File: config.mk
export PLATFORM = sky130hd
export DESIGN_NAME = pc_sequencer
export DESIGN_NICKNAME = d
export VERILOG_FILES = /design/src/rtl/pc_sequencer.sv
export SDC_FILE = /design/constraint.sdc
export NUM_CORES = 1
export LEC_CHECK = 0
export ABC_CLOCK_PERIOD_IN_PS = 5400
export BUFFER_PORTS_ARGS = -buffer_cell sky130_fd_sc_hd__buf_4
export CAP_MARGIN = 0
export CELL_PAD_IN_SITES_DETAIL_PLACEMENT = 2
export CELL_PAD_IN_SITES_GLOBAL_PLACEMENT = 2
export CORE_ASPECT_RATIO = 2
export CORE_MARGIN = 4
export CORE_UTILIZATION = 38
export CTS_CLUSTER_DIAMETER = 30
export DETAILED_ROUTE_END_ITERATION = 10
export PLACE_DENSITY_LB_ADDON = 0.05
export SLEW_MARGIN = 20
export SYNTH_ARGS = -nofsm -noshare
export SYNTH_HDL_FRONTEND = slang
export SYNTH_SLANG_ARGS = --single-unit
export TNS_END_PERCENT = 1
File: constraint.sdc
create_clock -name clk -period 5.4 [get_ports clk]
set_clock_uncertainty 0.2 [all_clocks]
set_input_delay 0.54 -clock clk [delete_from_list [all_inputs] [get_ports clk]]
set_output_delay 0.54 -clock clk [all_outputs]
set_load 0.01 [all_outputs]
File: src/rtl/pc_sequencer.sv
// Program-address sequencer: increment, absolute jump, call/return through a
// small hardware return stack, and an internal delay counter that parks the
// pc for a programmable number of cycles.
module pc_sequencer #(
  parameter int ADDR_W      = 8,
  parameter int DELAY_W     = 16,
  parameter int STACK_DEPTH = 4,
  parameter int SP_W        = $clog2(STACK_DEPTH + 1)
) (
  input  logic              clk,
  input  logic              rst_n,
  input  logic              pchalt,
  input  logic              step_en,
  input  logic              jump,
  input  logic              call,
  input  logic              ret,
  input  logic [ADDR_W-1:0] target,
  input  logic              delay_req,
  input  logic [DELAY_W-1:0] delay_cycles,
  input  logic              fault_clr,
  output logic [ADDR_W-1:0] pcout,
  output logic              waiting,
  output logic              delay_done,
  output logic [SP_W-1:0]   sp,
  output logic              stack_ovf,
  output logic              stack_unf,
  output logic              fault
);

  // Stack index only needs to address STACK_DEPTH entries; memory is rounded
  // up to a power of two so any IDX_W-bit index stays in range.
  localparam int IDX_W = (STACK_DEPTH > 1) ? $clog2(STACK_DEPTH) : 1;
  localparam logic [SP_W-1:0] SP_FULL = SP_W'(STACK_DEPTH);
  localparam logic [SP_W-1:0] SP_ONE  = SP_W'(1);

  typedef enum logic [1:0] {
    RUN   = 2'd0,
    WAIT  = 2'd1,
    FAULT = 2'd2
  } state_t;

  state_t              state, state_n;
  logic [ADDR_W-1:0]   pc_n;
  logic [SP_W-1:0]     sp_n;
  logic [DELAY_W-1:0]  cnt, cnt_n;
  logic                ovf_n, unf_n, done_n;
  logic                push_en;
  logic [ADDR_W-1:0]   push_addr;
  logic [IDX_W-1:0]    push_idx;
  logic [IDX_W-1:0]    pop_idx;
  logic [ADDR_W-1:0]   stack_mem [2**IDX_W];

  // Program address increment, wrapping modulo 2^ADDR_W.
  function automatic logic [ADDR_W-1:0] addr_inc(input logic [ADDR_W-1:0] a);
    return a + ADDR_W'(1);
  endfunction

  assign push_addr = addr_inc(pcout);
  assign push_idx  = sp[IDX_W-1:0];
  assign pop_idx   = IDX_W'(sp - SP_ONE);

  // Next-state, next-pc, stack pointer and flag logic.
  always_comb begin
    state_n = state;
    pc_n    = pcout;
    sp_n    = sp;
    cnt_n   = cnt;
    ovf_n   = stack_ovf;
    unf_n   = stack_unf;
    done_n  = 1'b0;
    push_en = 1'b0;
    if (pchalt) begin
      state_n = RUN;
      pc_n    = '0;
      sp_n    = '0;
      cnt_n   = '0;
      ovf_n   = 1'b0;
      unf_n   = 1'b0;
    end else begin
      unique case (state)
        RUN: begin
          if (step_en) begin
            if (jump) begin
              pc_n = target;
            end else if (call) begin
              if (sp < SP_FULL) begin
                push_en = 1'b1;
                sp_n    = sp + SP_ONE;
                pc_n    = target;
              end else begin
                ovf_n   = 1'b1;
                state_n = FAULT;
              end
            end else if (ret) begin
              if (sp != '0) begin
                sp_n = sp - SP_ONE;
                pc_n = stack_mem[pop_idx];
              end else begin
                unf_n   = 1'b1;
                state_n = FAULT;
              end
            end else if (delay_req && (delay_cycles != '0)) begin
              cnt_n   = delay_cycles - DELAY_W'(1);
              state_n = WAIT;
            end else begin
              pc_n = addr_inc(pcout);
            end
          end
        end
        WAIT: begin
          if (cnt != '0) begin
            cnt_n = cnt - DELAY_W'(1);
          end else begin
            pc_n    = addr_inc(pcout);
            done_n  = 1'b1;
            state_n = RUN;
          end
        end
        FAULT: begin
          if (fault_clr) begin
            ovf_n   = 1'b0;
            unf_n   = 1'b0;
            pc_n    = addr_inc(pcout);
            state_n = RUN;
          end
        end
        default: begin
          state_n = RUN;
        end
      endcase
    end
  end

  // Control and status registers; waiting/fault are registered decodes of the next state.
  always_ff @(posedge clk or negedge rst_n) begin
    if (!rst_n) begin
      state      <= RUN;
      pcout      <= '0;
      sp         <= '0;
      cnt        <= '0;
      stack_ovf  <= 1'b0;
      stack_unf  <= 1'b0;
      delay_done <= 1'b0;
      waiting    <= 1'b0;
      fault      <= 1'b0;
    end else begin
      state      <= state_n;
      pcout      <= pc_n;
      sp         <= sp_n;
      cnt        <= cnt_n;
      stack_ovf  <= ovf_n;
      stack_unf  <= unf_n;
      delay_done <= done_n;
      waiting    <= (state_n == WAIT);
      fault      <= (state_n == FAULT);
    end
  end

  // Return-stack storage; contents are don't-care once popped, so no reset.
  always_ff @(posedge clk) begin
    if (push_en) begin
      stack_mem[push_idx] <= push_addr;
    end
  end

endmodule

==> out/qor.yml, run 1 <==
run_status:
  status: "complete, no violations"
setup_path:
  start_kind: "flop"
  end_kind: "flop"
  path_delay_family: "adder cells"
  path_cells: "inv_1 -> ha_1 -> mux2i_1 -> ha_1 -> nand2_1 -> or4_1 -> o311ai_1 -> nand2_1 -> a221o_1"
  required_ns: 5.41
  crit_path_max_fanout: 21
  path_class: "reg2reg"
  critPathBufInv: 1
  slowest_delay_ns: 0.74
  crit_arrival_ns: 3.75
  critPathSlowestCell: "ha_1"
floorplan:
  fp.dieW_um: 79.5
  core_um2: 10100
  io_pins: 49
  num_rows: 52
  die_y_um: 151
  start_util_pct: 38.5
  dieArea_um2: 12000
clock_network:
  cts_tree: "built"
  cts-root-buf: "clkbuf_16"
  clk_latency_ns: 0.33
  htreeDepth: 3
  cts_max_path_buffers: 2
  clkTransAtPathRegs_ns: 0.06
  numCtsBuffers: 9
  cts.sinks: 66
finish:
  drive_above_1_share_pct: 21.4
  synthToLayoutAreaGrowth_pct: 20.8
  diodes: 0
  num-nets-final: 441
  fin_cells: 537
  final_area_um2: 4690
  nFillCells: 1073
placement:
  place_area_um2: 4350
  io_buffers: 48
  place_congestion: 0.867
  place_inst: 520
  post-dp-hpwl_mm: 9.41
detailed_routing:
  dr_total_vias: 3110
  finalWirelength_mm: 12.4
  firstDrtPassIters: 4
  drc: 0
  wl_per_cell_um: 23.1
  avgViaCountPerCell: 5.79
  dr.first_iter.drc_count: 87
  ant_nets: 0
logic_synthesis:
  ys_seq_elements: 66
  async_reset_ff_share_pct: 51.5
  yosysUniqueCellTypes: 67
  yosys_most_used_dff: "dfrtp_1"
  synth_area_um2: 3890
  syn_area_per_cell_um2: 11.0
  synth_edf_count: 32
  yosysSeqAreaShare_pct: 46.6
  syn-num-nets: 397
  synth_warnings: 0
  synth_cells: 353
global_route:
  grt_pass1_wl_mm: 19.8
  grt_max_degree: 35
  grt_pass1_vias: 3520
  grt_overflow_total: 0
  track_usage_pct: 22.4
  antenna_found_initial: 0
sta:
  period_needed_ns: 3.73
  setup_viol: 0
  worst_slew_pin_slew_ns: 0.976
  timing.fmax_mhz: 268
  hold_viol_final: 0
  rsz0062_at_grt: "no"
  relSlewSlack_pct: 34.7
  fin_setup_tns_ns: 0
  slew_violations: 0
  period_share_pct: 69.2
power_and_ir_drop:
  ir_drop_mv: 0.195
  power_density_nw_per_um2: 306
  p_leak_nw: 1.84
flow_run:
  drv_cap: 0
min_path:
  hp-class: "reg2reg"
## layer usage
layer	up-vias	GRT usage, %	share of wire (%)
li1	1443	-	-
met1	1608	20.9	33
met2	41	46.0	62
met3	18	3.81	2.1
met4	0	8.18	2.6
met5	-	0	0
## cells by family (layout without fill, tap and decap cells)
group           Yosys count  count (layout)  share of synthesized area (%)
flops                    66              66                           46.6
compound gates           90              90                           17.6
simple gates            113             113                           15.8
buf+inv                  29              78                           3.06
mux                      25              25                           9.08
fa+ha+maj                11              11                           3.54
xor+xnor                 19              19                           4.28
## synth_stat cells (4+ instances only)
| library cell | n | area, um^2 |
|---|---|---|
| nand3_1 | 5 | 25.0 |
| nor3_1 | 9 | 45.0 |
| o22ai_1 | 7 | 43.8 |
| o21ai_1 | 7 | 35.0 |
| o221ai_1 | 8 | 70.1 |
| xor2_1 | 8 | 70.1 |
| edfxtp_1 | 32 | 961 |
| nor2_1 | 22 | 82.6 |
| nand2_1 | 28 | 105 |
| or3_1 | 4 | 25.0 |
| a21oi_1 | 7 | 35.0 |
| and2_1 | 9 | 56.3 |
| o21ai_0 | 9 | 45.0 |
| xnor2_1 | 11 | 96.3 |
| clkbuf_1 | 13 | 48.8 |
| o22a_1 | 9 | 78.8 |
| dfrtp_1 | 34 | 851 |
| mux4_2 | 8 | 180 |
| nor4_1 | 5 | 31.3 |
| ha_1 | 11 | 138 |
| a22o_1 | 7 | 61.3 |
| or4_1 | 6 | 45.0 |
| inv_1 | 10 | 37.5 |
| o31ai_1 | 4 | 30.0 |
| nand2b_1 | 6 | 37.5 |
| mux2i_1 | 15 | 150 |
## repair_timing
| action | CTS | global route |
|---|---|---|
| endpoints found under the setup margin | 0 | 0 |
| buffers inserted | 0 | 0 |
| hold endpoints to repair | 34 | 0 |
| hold buffers | 1 | 0 |
| gates resized for setup | 0 | 0 |
## power by group
group          total, W  switching, W  internal (W)
Sequential     0.000578     0.0000245      0.000553
Clock          0.000645      0.000236      0.000409
Combinational  0.000213      0.000120     0.0000927
Total           0.00144      0.000381       0.00105
## flip-flops by register name, summed over array words and instances, names as in the netlist
register and cells:
stack_unf 1, pcout 8, stack_ovf 1, cnt 16, sp 3, delay_done 1, waiting 1, fault 1
state 2, stack_mem 32
## final cells by class
| class | count | area (um^2) | area share, % |
|---|---|---|---|
| inverter | 11 | 41.3 | 0.880 |
| clock inverter | 7 | 103 | 2.19 |
| clock buffer | 9 | 225 | 4.80 |
| multi-input combinational | 258 | 1960 | 41.7 |
| tap | 135 | 169 | 3.60 |
| timing repair buffer | 51 | 385 | 8.21 |
| sequential | 66 | 1810 | 38.6 |
## placed cells by master (no fill, tap or decap), types with 10 or more instances in the layout
cell type / instances
edfxtp_1: 32
nand2_1: 28
buf_4: 50
dfrtp_1: 34
ha_1: 11
mux2i_1: 15
inv_1: 10
xnor2_1: 11
nor2_1: 21
## through the flow
step	util [%]	total power, W	setup slack [ns]	hold slack [ns]
final	46.6	0.00144	1.67	0.332
after global routing	46.6	0.00150	1.46	0.364
after CTS	46.5	0.00145	1.67	0.340
after detailed placement	43.2	0.000801	1.71	0.323
after global placement	43.2	0.000792	1.87	0.308
after floorplan	-	0.000703	1.61	0.0444
## worst paths after layout
kind	from	to	slack, ns	cells past startpoint
worst max-delay path	state[1]$_DFF_PN0_	cnt[12]$_DFFE_PN0P_	1.67	9
worst min-delay path	stack_ovf$_DFFE_PN0P_	stack_ovf$_DFFE_PN0P_	0.33	2
worst max register to register	state[1]$_DFF_PN0_	cnt[12]$_DFFE_PN0P_	1.67	9
worst min register to register	stack_ovf$_DFFE_PN0P_	stack_ovf$_DFFE_PN0P_	0.33	2
max in group asynchronous	rst_n	pcout[4]$_DFFE_PN0P_	4.13	2
min in group asynchronous	rst_n	cnt[10]$_DFFE_PN0P_	0.51	2
## worst min-delay path: cells and delay by family, from the launching register on
family / cells / cell delay, ns
AO/OA/AOI/OAI: 1 / 0.07
AND/OR/NAND/NOR: 1 / 0.06
flip-flops: 1 / 0.37
(Power assumes the default switching activity.)
==> inputs of run 2 (changes only) <==
- ABC_CLOCK_PERIOD_IN_PS: 5400 -> 3800
- clock period: 5.4 -> 3.8 ns (I/O delays scaled with it)
==> out/qor.yml, run 2 (synthesized netlist as in run 1, its figures left out) <==
finish:
  largest_reg_flops: 32  # unchanged
  fin_cells: 542  # was 537
  final_common_cell: "buf_4"  # unchanged
  largest_registers: "stack_mem: 32 flops, cnt: 16 flops, pcout: 8 flops"  # unchanged
  layout_common_cells: "buf_4, dfrtp_1, edfxtp_1"  # unchanged
  diodes: 0  # unchanged
  final_area_um2: 4730  # was 4690 um^2
  nFillCells: 1084  # was 1073
  regMostFlops: "stack_mem"  # unchanged
  synthToLayoutAreaGrowth_pct: 21.8  # was 20.8%
  drive_above_1_share_pct: 22.6  # was 21.4%
  num-nets-final: 446  # was 441
detailed_routing:
  ant_nets: 0  # unchanged
  dr_total_vias: 3182  # was 3110
  wl_per_cell_um: 23.1  # about the same
  dr.first_iter.drc_count: 81  # was 87
  firstDrtPassIters: 4  # unchanged
  avgViaCountPerCell: 5.87  # was 5.79
  finalWirelength_mm: 12.5  # was 12.4 mm
  drc: 0  # unchanged
min_path:
  whs_endpoint: "sp[1]$_DFFE_PN0P_"  # was stack_ovf$_DFFE_PN0P_
  min_delay_path_depth: 2  # unchanged
  hp-class: "in2reg"  # was reg2reg
  holdCritStartpoint: "pchalt"  # was stack_ovf$_DFFE_PN0P_
sta:
  period_needed_ns: 3.37  # was 3.73 ns
  worst_slew_pin_slew_ns: 0.694  # was 0.976 ns
  setup_viol: 0  # unchanged
  slew_violations: 0  # unchanged
  rsz0062_at_grt: "no"  # unchanged
  fin_setup_tns_ns: 0  # unchanged
  period_share_pct: 88.8  # was 69.2%
  relSlewSlack_pct: 53.7  # was 34.7%
  timing.fmax_mhz: 296  # was 268 MHz
  hold_viol_final: 0  # unchanged
power_and_ir_drop:
  power_frac_comb_pct: 15.3  # was 14.8%
  p_clk_share_pct: 44.7  # was 44.9%
  share_seq_of_total_power_pct: 40.0  # was 40.2%
  power_density_nw_per_um2: 430  # was 306 nW/um^2
  ir_drop_mv: 0.235  # was 0.195 mV
  intPower_w: 0.00150  # was 0.00105 W
  p_leak_nw: 1.87  # was 1.84 nW
  power.switching_w: 0.000535  # was 0.000381 W
  netSwitchingFraction_pct: 26.3  # was 26.5%
clock_network:
  cts-root-buf: "clkbuf_16"  # unchanged
  cts.sinks: 66  # unchanged
  htreeDepth: 3  # unchanged
  cts_max_path_buffers: 2  # unchanged
  clkTransAtPathRegs_ns: 0.06  # about the same
  cts_tree: "built"  # unchanged
  numCtsBuffers: 9  # unchanged
  clk_latency_ns: 0.33  # about the same
setup_path:
  slowest_delay_ns: 0.63  # was 0.74 ns
  required_ns: 3.82  # was 5.41 ns
  rr_worst_depth: 9  # unchanged
  critPathSlowestCell: "or4_1"  # was ha_1
  path_cells: "inv_1 -> ha_1 -> buf_4 -> or4_1 -> a221oi_4 -> or3b_4 -> xor2_1 -> o22ai_1 -> a221o_1"  # was inv_1 -> ha_1 -> mux2i_1 -> ha_1 -> nand2_1 -> or4_1 -> o311ai_1 -> nand2_1 -> a221o_1
  rr_endpoint: "cnt[11]$_DFFE_PN0P_"  # was cnt[12]$_DFFE_PN0P_
  path_class: "reg2reg"  # unchanged
  start_kind: "flop"  # unchanged
  end_kind: "flop"  # unchanged
  r2r_setup_slack_ns: 0.43  # was 1.67 ns
  critPathBufInv: 2  # was 1
  r2r_start: "state[1]$_DFF_PN0_"  # unchanged
  crit_path_max_fanout: 14  # was 21
  path_delay_family: "simple AND/OR/NAND/NOR gates"  # was adder cells
  crit_arrival_ns: 3.39  # was 3.75 ns
run_status:
  status: "complete, no violations"  # unchanged
floorplan:
  num_rows: 52  # unchanged
  start_util_pct: 38.5  # unchanged
  io_pins: 49  # unchanged
  die_y_um: 151  # unchanged
  dieArea_um2: 12000  # unchanged
  fp.dieW_um: 79.5  # unchanged
  core_um2: 10100  # unchanged
global_route:
  grt_max_degree: 35  # unchanged
  met2_usage_pct: 44.9  # was 46.0%
  use_met1_pct: 20.5  # was 20.9%
  grt_overflow_total: 0  # unchanged
  antenna_found_initial: 0  # unchanged
  use_met3_pct: 3.33  # was 3.81%
  track_usage_pct: 22.0  # was 22.4%
  grt_pass1_wl_mm: 19.6  # was 19.8 mm
  busiest_layer: "met2"  # unchanged
  grt_pass1_vias: 3591  # was 3520
placement:
  io_buffers: 48  # unchanged
  place_inst: 525  # was 520
  place_congestion: 0.822  # was 0.867
  post-dp-hpwl_mm: 9.64  # was 9.41 mm
  place_area_um2: 4390  # was 4350 um^2
flow_run:
  drv_cap: 0  # unchanged
[run 2: cell count changes in the layout (fill, tap and decap cells not counted), sizes merged]
cell / change
buf: +5
clkinv: -2
inv: +2
[run 2: layout make-up]
type / instances / area (um^2) / share of cell area, %
multi-input combinational: 258 / 1960 / 41.5
sequential: 66 / 1810 / 38.3
timing repair buffer: 56 / 423 / 8.93
clock buffer: 9 / 225 / 4.76
tap: 135 / 169 / 3.57
clock inverter: 7 / 100 / 2.11
inverter: 11 / 41.3 / 0.872
[run 2: what timing repair did]
action                                  4_1_cts  5_1_grt
setup buffers                                 0        0
endpoints found under the setup margin        0        0
hold endpoints to repair                     34        0
hold buffers                                  1        0
gates resized for setup                       0        0
[run 2: per-stage QoR]
stage | setup WS (ns) | hold slack, ns | total power [W] | util, %
floorplan | 0.0113 | -0.116 | 0.00100 | -
global placement | 0.518 | 0.172 | 0.00113 | 43.5
detailed placement | 0.410 | 0.177 | 0.00114 | 43.5
CTS | 0.401 | 0.199 | 0.00206 | 46.9
global route | 0.244 | 0.216 | 0.00212 | 46.9
finish | 0.427 | 0.206 | 0.00204 | 46.9
[run 2: worst max path at each step]
stage                                endpoint  cells after the start          startpoint  slack (ns)
after floorplan           cnt[12]$_DFFE_PN0P_                     14  state[1]$_DFF_PN0_        0.01
after global routing      cnt[11]$_DFFE_PN0P_                      9  state[1]$_DFF_PN0_        0.24
final                     cnt[11]$_DFFE_PN0P_                      9  state[1]$_DFF_PN0_        0.43
after detailed placement  cnt[11]$_DFFE_PN0P_                      9  state[1]$_DFF_PN0_        0.41
after CTS                 cnt[11]$_DFFE_PN0P_                      9  state[1]$_DFF_PN0_        0.40
after global placement    cnt[11]$_DFFE_PN0P_                      9  state[1]$_DFF_PN0_        0.52
[run 2: routing by layer]
| layer | vias to the layer above | share of wire (%) |
|---|---|---|
| met5 | - | 0 |
| met3 | 27 | 2.0 |
| met2 | 57 | 61 |
| li1 | 1454 | - |
| met1 | 1644 | 33 |
| met4 | 0 | 3.4 |
[run 2: power by group through the flow]
stage / logic (W) / registers, W / clock network (W)
finish: 0.000311 / 0.000816 / 0.000911
global route: 0.000342 / 0.000820 / 0.000963
floorplan: 0.000170 / 0.000829 / 0
CTS: 0.000317 / 0.000816 / 0.000929
detailed placement: 0.000313 / 0.000830 / 0
global placement: 0.000301 / 0.000828 / 0
